--- src/rtl/ps2_frame_rx.sv ---
// PS/2 keyboard receiver: synchronizes and filters the pins, frames 11-bit packets,
// and folds E0/F0 prefixes into one qualified key event per press or release.
module ps2_frame_rx #(
  parameter int SYNC_STAGES    = 2,
  parameter int FILTER_LEN     = 8,
  parameter int TIMEOUT_CYCLES = 20000
) (
  input  logic       clk,
  input  logic       rst_n,
  input  logic       keyb_clk,
  input  logic       kdata,
  output logic [7:0] key_code,
  output logic       key_ext,
  output logic       key_break,
  output logic       key_valid,
  output logic [7:0] raw_byte,
  output logic       frame_err
);

  localparam int FW = $clog2(FILTER_LEN + 1);
  localparam int TW = $clog2(TIMEOUT_CYCLES + 1);

  typedef enum logic [1:0] {
    IDLE   = 2'd0,
    DATA   = 2'd1,
    PARITY = 2'd2,
    STOP   = 2'd3
  } state_t;

  logic [SYNC_STAGES-1:0] clk_sync;
  logic [SYNC_STAGES-1:0] data_sync;
  logic                   clk_s;
  logic                   data_s;
  logic                   kclk_f;
  logic                   fall;
  logic [FW-1:0]          flt_cnt;
  state_t                 state;
  state_t                 state_nx;
  logic [2:0]             bit_cnt;
  logic [7:0]             shreg;
  logic                   par_bit;
  logic [TW-1:0]          to_cnt;
  logic                   timeout;
  logic                   frame_ok;
  logic                   frame_bad;
  logic                   ext_pend;
  logic                   brk_pend;

  // Idle PS/2 lines are high, so the synchronizers reset to 1.
  always_ff @(posedge clk or negedge rst_n) begin
    if (!rst_n) begin
      clk_sync  <= '1;
      data_sync <= '1;
    end else begin
      clk_sync  <= {clk_sync[SYNC_STAGES-2:0], keyb_clk};
      data_sync <= {data_sync[SYNC_STAGES-2:0], kdata};
    end
  end

  assign clk_s  = clk_sync[SYNC_STAGES-1];
  assign data_s = data_sync[SYNC_STAGES-1];

  // kclk_f flips on the FILTER_LEN-th consecutive differing sample; fall marks a 1->0 flip.
  always_ff @(posedge clk or negedge rst_n) begin
    if (!rst_n) begin
      kclk_f  <= 1'b1;
      flt_cnt <= '0;
      fall    <= 1'b0;
    end else begin
      fall <= 1'b0;
      if (clk_s == kclk_f) begin
        flt_cnt <= '0;
      end else if (flt_cnt == FW'(FILTER_LEN - 1)) begin
        kclk_f  <= clk_s;
        flt_cnt <= '0;
        fall    <= kclk_f;
      end else begin
        flt_cnt <= flt_cnt + FW'(1);
      end
    end
  end

  assign timeout = (state != IDLE) && (to_cnt == TW'(TIMEOUT_CYCLES));

  always_ff @(posedge clk or negedge rst_n) begin
    if (!rst_n) state <= IDLE;
    else        state <= state_nx;
  end

  always_comb begin
    state_nx = state;
    if (timeout) begin
      state_nx = IDLE;
    end else if (fall) begin
      case (state)
        IDLE:    if (!data_s) state_nx = DATA;
        DATA:    if (bit_cnt == 3'd7) state_nx = PARITY;
        PARITY:  state_nx = STOP;
        STOP:    state_nx = IDLE;
        default: state_nx = IDLE;
      endcase
    end
  end

  // Timeout wins over a coincident stop-bit edge so a frame never yields both pulses.
  always_comb begin
    frame_ok  = 1'b0;
    frame_bad = timeout;
    if (!timeout && fall && (state == STOP)) begin
      if (data_s && (^{shreg, par_bit})) frame_ok  = 1'b1;
      else                               frame_bad = 1'b1;
    end
  end

  always_ff @(posedge clk or negedge rst_n) begin
    if (!rst_n) begin
      bit_cnt <= '0;
      shreg   <= '0;
      par_bit <= 1'b0;
      to_cnt  <= '0;
    end else begin
      if ((state == IDLE) || fall) to_cnt <= '0;
      else if (!timeout)           to_cnt <= to_cnt + TW'(1);
      if (timeout) begin
        shreg <= '0;
      end else if (fall) begin
        case (state)
          IDLE:    bit_cnt <= '0;
          DATA: begin
            shreg   <= {data_s, shreg[7:1]};
            bit_cnt <= bit_cnt + 3'd1;
          end
          PARITY:  par_bit <= data_s;
          default: ;
        endcase
      end
    end
  end

  // Prefix bytes only arm a pending flag; any other accepted byte closes the event.
  always_ff @(posedge clk or negedge rst_n) begin
    if (!rst_n) begin
      key_code  <= '0;
      key_ext   <= 1'b0;
      key_break <= 1'b0;
      key_valid <= 1'b0;
      raw_byte  <= '0;
      frame_err <= 1'b0;
      ext_pend  <= 1'b0;
      brk_pend  <= 1'b0;
    end else begin
      key_valid <= 1'b0;
      frame_err <= frame_bad;
      if (frame_bad) begin
        ext_pend <= 1'b0;
        brk_pend <= 1'b0;
      end else if (frame_ok) begin
        raw_byte <= shreg;
        if (shreg == 8'hE0) begin
          ext_pend <= 1'b1;
        end else if (shreg == 8'hF0) begin
          brk_pend <= 1'b1;
        end else begin
          key_code  <= shreg;
          key_ext   <= ext_pend;
          key_break <= brk_pend;
          key_valid <= 1'b1;
          ext_pend  <= 1'b0;
          brk_pend  <= 1'b0;
        end
      end
    end
  end

endmodule

--- config.mk ---
export PLATFORM = sky130hd
export DESIGN_NAME = ps2_frame_rx
export DESIGN_NICKNAME = d
export VERILOG_FILES = /design/src/rtl/ps2_frame_rx.sv
export SDC_FILE = /design/constraint.sdc
export NUM_CORES = 1
export LEC_CHECK = 0
export ABC_AREA = 1
export CAP_MARGIN = 5
export CORE_AREA = 2 2 83 85
export CTS_CLUSTER_SIZE = 12
export DETAILED_ROUTE_END_ITERATION = 12
export DIE_AREA = 0 0 85 87
export PLACE_DENSITY_LB_ADDON = 0.3
export SLEW_MARGIN = 20
export SYNTH_ARGS = -nofsm -noshare
export SYNTH_HDL_FRONTEND = slang
export SYNTH_SLANG_ARGS = --single-unit
--- constraint.sdc ---
create_clock -name clk -period 1.67 [get_ports clk]
set_input_delay 0.167 -clock clk [delete_from_list [all_inputs] [get_ports clk]]
set_output_delay 0.167 -clock clk [all_outputs]
set_load 0.01 [all_outputs]
# Yosys cells after proc, flatten, opt, wreduce, memory -nomap -nowiden
# Index checks and enable logic that the tools add are counted.
op_classes:
  add_sub_neg: 3
  n_eq_ne: 14
  n_mux: 31
  n_bitwise: 5
  n_reduce_logical: 22
ops:
  columns: ["op", "n"]
  rows:
  - ["$mux W15", 2]
  - ["$mux W8", 3]
  - ["$mux W1", 18]
  - ["$eq A8 B8 Y1 const B", 2]
  - ["$add A15 B1 Y15 const B", 1]
  - ["$eq A15 B15 Y1 const B", 1]
  - ["$reduce_and A2 Y1", 5]
  - ["$reduce_bool A2 Y1", 5]
  - ["$ne A3 B3 Y1 const B", 3]
  - ["$reduce_and A3 Y1", 3]
  - ["$reduce_xor A9 Y1", 1]
  - ["$mux W2", 4]
  - ["$mux W4", 2]
  - ["$pmux W2 S4", 1]
  - ["$pmux W3 S2", 1]
  - ["$not A1 Y1", 5]
  - ["$add A4 B1 Y4 const B", 1]
  - ["$eq A2 B2 Y1 const B", 2]
  - ["$eq A4 B3 Y1 const B", 1]
  - ["$logic_and A1 B1 Y1", 4]
  - ["$reduce_and A4 Y1", 1]
  - ["$add A3 B1 Y3 const B", 1]
  - ["$eq A3 B3 Y1 const B", 1]
  - ["$eq A2 B1 Y1 const B", 1]
  - ["other kinds (6)", 6]
word_totals:
  reg_bits: 61
  in_bits: 4
  output_inout_bits: 20
  word_cells: 93

# Logic depth before layout (Yosys ltp)
depth:
  ltp_word: 8
  depth_mapped: 14
  depth_no_buf: 13

# Worst setup path after synthesis
# No wires, ideal clock.
synth_path:
  path_type: "register to register"
  from: "reg state[0]"
  to: "reg key_code[2]"
  setup_time_ns: 0.117
  t_arrival_ns: 1.692
  t_required_ns: 1.553
  path_slack_ns: -0.139
  path_stages_with_launch: 15
  path_buffers: 1
  period_less_slack_ns: 1.809
  path_cell_list: "dfrtp_1 inv_1 ha_1 nor2_1 nand2_1 nor2_2 nand2_4 nand3_1 nor2_2 nand3_4 nor2_4 nand2_2 buf_6 nand2_1 nand2_1"
synth_via:
  elab_chain_cells: 8
  elab_cells_between_ends: 11
  classes_between: "eq/ne (1); mux (3); bitwise (1); reduce/logical (6)"
synth_lines:
  columns: ["element", "line_no", "rtl"]
  rows:
  - ["start: declaration", "37", "state_t state;"]
  - ["start signal: assignment", "87", "else state <= state_nx;"]
  - ["$reduce_bool A2 Y1", "83", "assign timeout = (state != IDLE) && (to_cnt == TW'(TIMEOUT_CYCLES));"]
  - ["$logic_and A1 B1 Y1", "83", null]
  - ["$logic_not A1 Y1", null, null]
  - ["$logic_and A1 B1 Y1 (2 in series)", "109", "if (!timeout && fall && (state == STOP)) begin"]
  - ["$mux W1", "109", null]
  - ["$not A1 Y1 (no line)", null, null]
  - ["$reduce_and A4 Y1 (no line) (*)", null, null]
  - ["end signal: assignment", "164", "key_code <= shreg;"]
  - ["end: declaration", "12", "output logic [7:0] key_code,"]
# Every way passes the cells marked *; elsewhere a longest branch is shown, timed or not.
# A chain may end at the register's enable or synchronous reset.

# Worst setup path after layout
layout_path:
  from: "reg to_cnt[1]"
  to: "reg brk_pend"
layout_via:
  elab_chain_cells: 8
  elab_cells_between_ends: 12
  classes_between: "eq/ne (2); mux (4); reduce/logical (6)"
layout_lines:
  columns: ["element", "line_no", "rtl"]
  rows:
  - ["start: declaration", "42", "logic [TW-1:0] to_cnt;"]
  - ["start signal: assignment", "123", "else if (!timeout) to_cnt <= to_cnt + TW'(1);"]
  - ["$eq A15 B15 Y1 (*)", "83", null]
  - ["$logic_and A1 B1 Y1 (*)", "83", null]
  - ["$logic_not A1 Y1", null, null]
  - ["$logic_and A1 B1 Y1 (2 in series)", "109", null]
  - ["$mux W1", "109", null]
  - ["$ne A2 B2 Y1 (no line) / $reduce_bool A2 Y1 (equally long branches)", null, null]
  - ["$reduce_and A2 Y1 (no line)", null, null]
  - ["end signal: assignment", "150", "brk_pend <= 1'b0;"]
  - ["end signal: assignment", "156", "brk_pend <= 1'b0;"]
  - ["end signal: assignment", "162", "brk_pend <= 1'b1;"]
  - ["end: declaration", "47", "logic brk_pend;"]
# Marks and branches as above.

==> impl_summary.log <==
INFO  metric final_min_period_over_clock_period = 98.1%
INFO  metric drv_slew = 0
INFO  metric num_rows = 30
INFO  metric drive_above_1_share = 26.4%
INFO  metric start_util = 43.4%
INFO  metric critPathMaxFanout = 5
INFO  metric critical-path-top-delay-family = simple AND/OR/NAND/NOR gates
INFO  metric number_of_global_route_vias_before_repair = 2,246
INFO  metric num_io_pins = 24
INFO  metric core_area = 6570 um^2
INFO  metric grt_remaining_overflow = 0
INFO  metric via_per_inst = 4.89
INFO  metric drt_iter0_markers = 80
INFO  metric grt_usage = 16.3%
INFO  metric grt_setup_unrepaired = yes
INFO  metric static-leakage-power = 1.84 nW
INFO  metric total_of_endpoints_with_negative_setup_slack_in_the_final_report = 0
INFO  metric clk_pin_slew = 0.07 ns
INFO  metric totalPowerFinal = 2.83 mW
INFO  metric worst-path-stages = 11
INFO  metric whs_path_depth = 1
INFO  metric cp_num_buf_inv = 3
INFO  metric ant_nets = 0
INFO  metric clock_tree.buffer_depth = 2
INFO  metric timing.hold.worst.class = in2reg
INFO  metric place_worst_setup_slack = -0.0366 ns
INFO  metric post-route-cell-area = 3770 um^2
INFO  metric post_synth_inst_count = 322
INFO  metric rr_worst_depth = 11
INFO  metric outcome = complete, no violations
INFO  metric cts_root_buffer = sky130_fd_sc_hd__clkbuf_8
INFO  metric postPlaceCellArea = 3390 um^2
INFO  metric critical_path.slowest_cell = sky130_fd_sc_hd__dfrtp_1
INFO  metric synth_edf_count = 0
INFO  metric maxCapViolations = 0
INFO  metric crit_path_cell_chain = inv_2, ha_2, nand3_1, nor2_2, nand2_4, buf_4, nand2_1, inv_1, o21bai_1, nand2_1, nand2_1
INFO  metric layout.core_utilization = 57.4%
INFO  metric synth_top_flop_cell = sky130_fd_sc_hd__dfrtp_1
INFO  metric route.detailed.drc = 0
INFO  metric min_period = 1.64 ns
INFO  metric drt_pre_antenna_iters = 4
INFO  metric tritoncts.num_buffers = 9
INFO  metric cp.required = 1.90 ns
INFO  metric timing.critical_path.mode_cell = sky130_fd_sc_hd__nand2_1
INFO  metric ctsHtreeMaxLevel = 3
INFO  metric vertical_die_dimension = 87 um
INFO  metric warning_count_from_the_yosys_run = 0
INFO  metric hold_violations = 0
INFO  metric setup.worst_path.end_class = register
INFO  metric crit_type = reg2reg
INFO  metric n_antenna_cell = 0
INFO  metric postSynthAreaPerCell = 8.86 um^2
INFO  metric routed_via_count = 2,316
INFO  metric timing.slew.headroom = 68.9%
INFO  metric clk-insertion-delay-late = 0.34 ns
INFO  metric wire_length_of_the_first_global_routing_pass = 9590 um
INFO  metric nets = 402
INFO  metric postSynth.asyncResetShare = 100%
INFO  metric synthesis.nets = 335
INFO  metric start_kind = register
INFO  metric setup_slack = 0.0311 ns
INFO  metric floorplan.die.width = 85 um
INFO  metric netlist_area = 2850 um^2
INFO  metric sum_of_net_half_perimeters_after_detailed_placement = 3890 um
INFO  metric netlist-cell-type-count = 42
INFO  metric count_of_state_elements_after_synthesis = 61
INFO  metric avgRoutedWirePerCell = 12.2 um
INFO  metric port_buffers = 23
INFO  metric irDropWorstVdd = 0.000567 V
INFO  metric number_of_antenna_violations_at_the_first_check_in_global_routing = 0
INFO  metric power_density_cells = 749 nW/um^2
INFO  metric grt_max_degree = 44
INFO  metric yosysSeqAreaShare = 53.7%
INFO  metric clock_tree_from_tritoncts = yes
INFO  metric worst-endpoint-arrival = 1.87 ns
INFO  metric largest_stage_delay_on_the_critical_path = 0.41 ns
INFO  metric worst_clock_skew = 0.00791 ns
INFO  metric totalWireLength = 5800 um
INFO  metric number_of_sinks_on_the_clock_net = 61
INFO  metric timing_worst_slew_pin_value = 0.467 ns
INFO  metric floorplan.die_area = 7400 um^2
INFO  metric syn2layout_area_growth = 32.2%
INFO  metric place.gp.congestion = 0.818
INFO  metric fmax = 610 MHz
worst reg2reg max path, cell delays in order, from the launching register on:
cell,delay (ns)
sky130_fd_sc_hd__dfrtp_1,0.41
sky130_fd_sc_hd__inv_2,0.07
sky130_fd_sc_hd__ha_2,0.17
sky130_fd_sc_hd__nand3_1,0.09
sky130_fd_sc_hd__nor2_2,0.16
sky130_fd_sc_hd__nand2_4,0.08
sky130_fd_sc_hd__buf_4,0.15
sky130_fd_sc_hd__nand2_1,0.11
sky130_fd_sc_hd__inv_1,0.06
sky130_fd_sc_hd__o21bai_1,0.14
sky130_fd_sc_hd__nand2_1,0.06
sky130_fd_sc_hd__nand2_1,0.05
final timing paths:
kind | startpoint | end | slack (ns)
worst max-delay path | to_cnt[1] | brk_pend | 0.03
worst min-delay path | keyb_clk | clk_sync[0] | 0.23
worst max register to register | to_cnt[1] | brk_pend | 0.03
worst min register to register | data_sync[0] | data_sync[1] | 0.36
max in group asynchronous | rst_n | data_sync[1] | 0.71
min in group asynchronous | rst_n | raw_byte[2] | 0.31
final cells by class:
| type | count | area [um^2] |
|---|---|---|
| Tap cell | 80 | 100 |
| Timing Repair Buffer | 58 | 510 |
| Fill cell | 579 | 2800 |
| Clock inverter | 5 | 27.5 |
| Sequential cell | 61 | 1540 |
| Clock buffer | 11 | 131 |
| Multi-Input combinational cell | 212 | 1290 |
| Inverter | 47 | 176 |
layout by cell type, fill, tap and decap left out, drive strengths merged, types with 2 or more instances in the layout:
| cell | netlist | routed |
|---|---|---|
| a21oi | 11 | 11 |
| xor2 | 2 | 2 |
| nor3 | 3 | 3 |
| nand2 | 78 | 79 |
| dfrtp | 56 | 56 |
| dfstp | 5 | 5 |
| nor4 | 4 | 4 |
| o21ai | 25 | 26 |
| inv | 47 | 47 |
| clkbuf | 1 | 11 |
| ha | 9 | 9 |
| nand3 | 33 | 33 |
| o21bai | 2 | 2 |
| clkinv | 0 | 4 |
| clkdlybuf4s50 | 0 | 22 |
| buf | 3 | 35 |
| xnor2 | 3 | 3 |
| or2 | 2 | 2 |
| nor2 | 23 | 23 |
| o21a | 2 | 2 |
| nand4 | 2 | 2 |
sequential cells by signal, indices dropped and copies added, names as in the netlist:
signal / cells
to_cnt: 15
key_code: 8
raw_byte: 8
shreg: 8
flt_cnt: 4
bit_cnt: 3
clk_sync: 2
data_sync: 2
state: 2
brk_pend: 1
ext_pend: 1
fall: 1
frame_err: 1
kclk_f: 1
key_break: 1
key_ext: 1
key_valid: 1
par_bit: 1
where the power goes:
part,leakage (nW),internal (mW),switching (mW),total (mW)
logic,0.934,0.0687,0.0970,0.166
clock network,0.0829,0.528,0.562,1.09
registers,0.826,1.54,0.0344,1.57
through the flow:
step | hold slack [ns] | std cells | TNS (ns)
final | 0.233 | 474 | 0
after CTS | 0.219 | 466 | 0
after global routing | 0.226 | 474 | -1.89
after detailed placement | 0.149 | 449 | -0.288
after floorplan | -0.129 | 322 | -0.757
after global placement | 0.147 | 449 | 0
Yosys cell counts, types with 3 or more instances:
cell type,count,area (um^2)
sky130_fd_sc_hd__nor2_1,20,75.1
sky130_fd_sc_hd__nand3_1,32,160
sky130_fd_sc_hd__nor4_1,3,18.8
sky130_fd_sc_hd__inv_1,45,169
sky130_fd_sc_hd__dfstp_2,5,131
sky130_fd_sc_hd__a21oi_1,11,55.1
sky130_fd_sc_hd__nand2_1,74,278
sky130_fd_sc_hd__dfrtp_1,56,1400
sky130_fd_sc_hd__xnor2_1,3,26.3
sky130_fd_sc_hd__o21ai_0,24,120
sky130_fd_sc_hd__ha_1,9,113
sky130_fd_sc_hd__nand2_2,3,18.8
sky130_fd_sc_hd__nor3_1,3,15.0
logic make-up (layout without fill, tap and decap cells):
kind of cell,after synthesis,after routing,share of synthesized area [%]
AOI/OAI and AO/OA,47,48,9.34
buffers and inverters,51,121,7.15
muxes,1,1,0.351
DFF,61,61,53.7
adders and majority gates,9,9,3.95
xor gates and xnor gates,5,5,1.54
and+or+nand+nor,148,149,23.9
layer usage:
layer / vias up / wire (um) / track usage [%]
met2: 29 / 2850 / 26.4
met1: 1097 / 2670 / 20.5
li1: 1179 / - / -
met4: 0 / 117 / 8.51
met5: - / 0 / 0
met3: 11 / 160 / 3.70
what timing repair did:
action,CTS,global route
pin swaps,2,16
hold endpoints to repair,17,0
cloned,0,2
gates resized for setup,4,41
endpoints found under the setup margin,13,38
hold buffers,1,0
buffers inserted,0,6
Note: power is estimated with default switching activity, not from simulation.
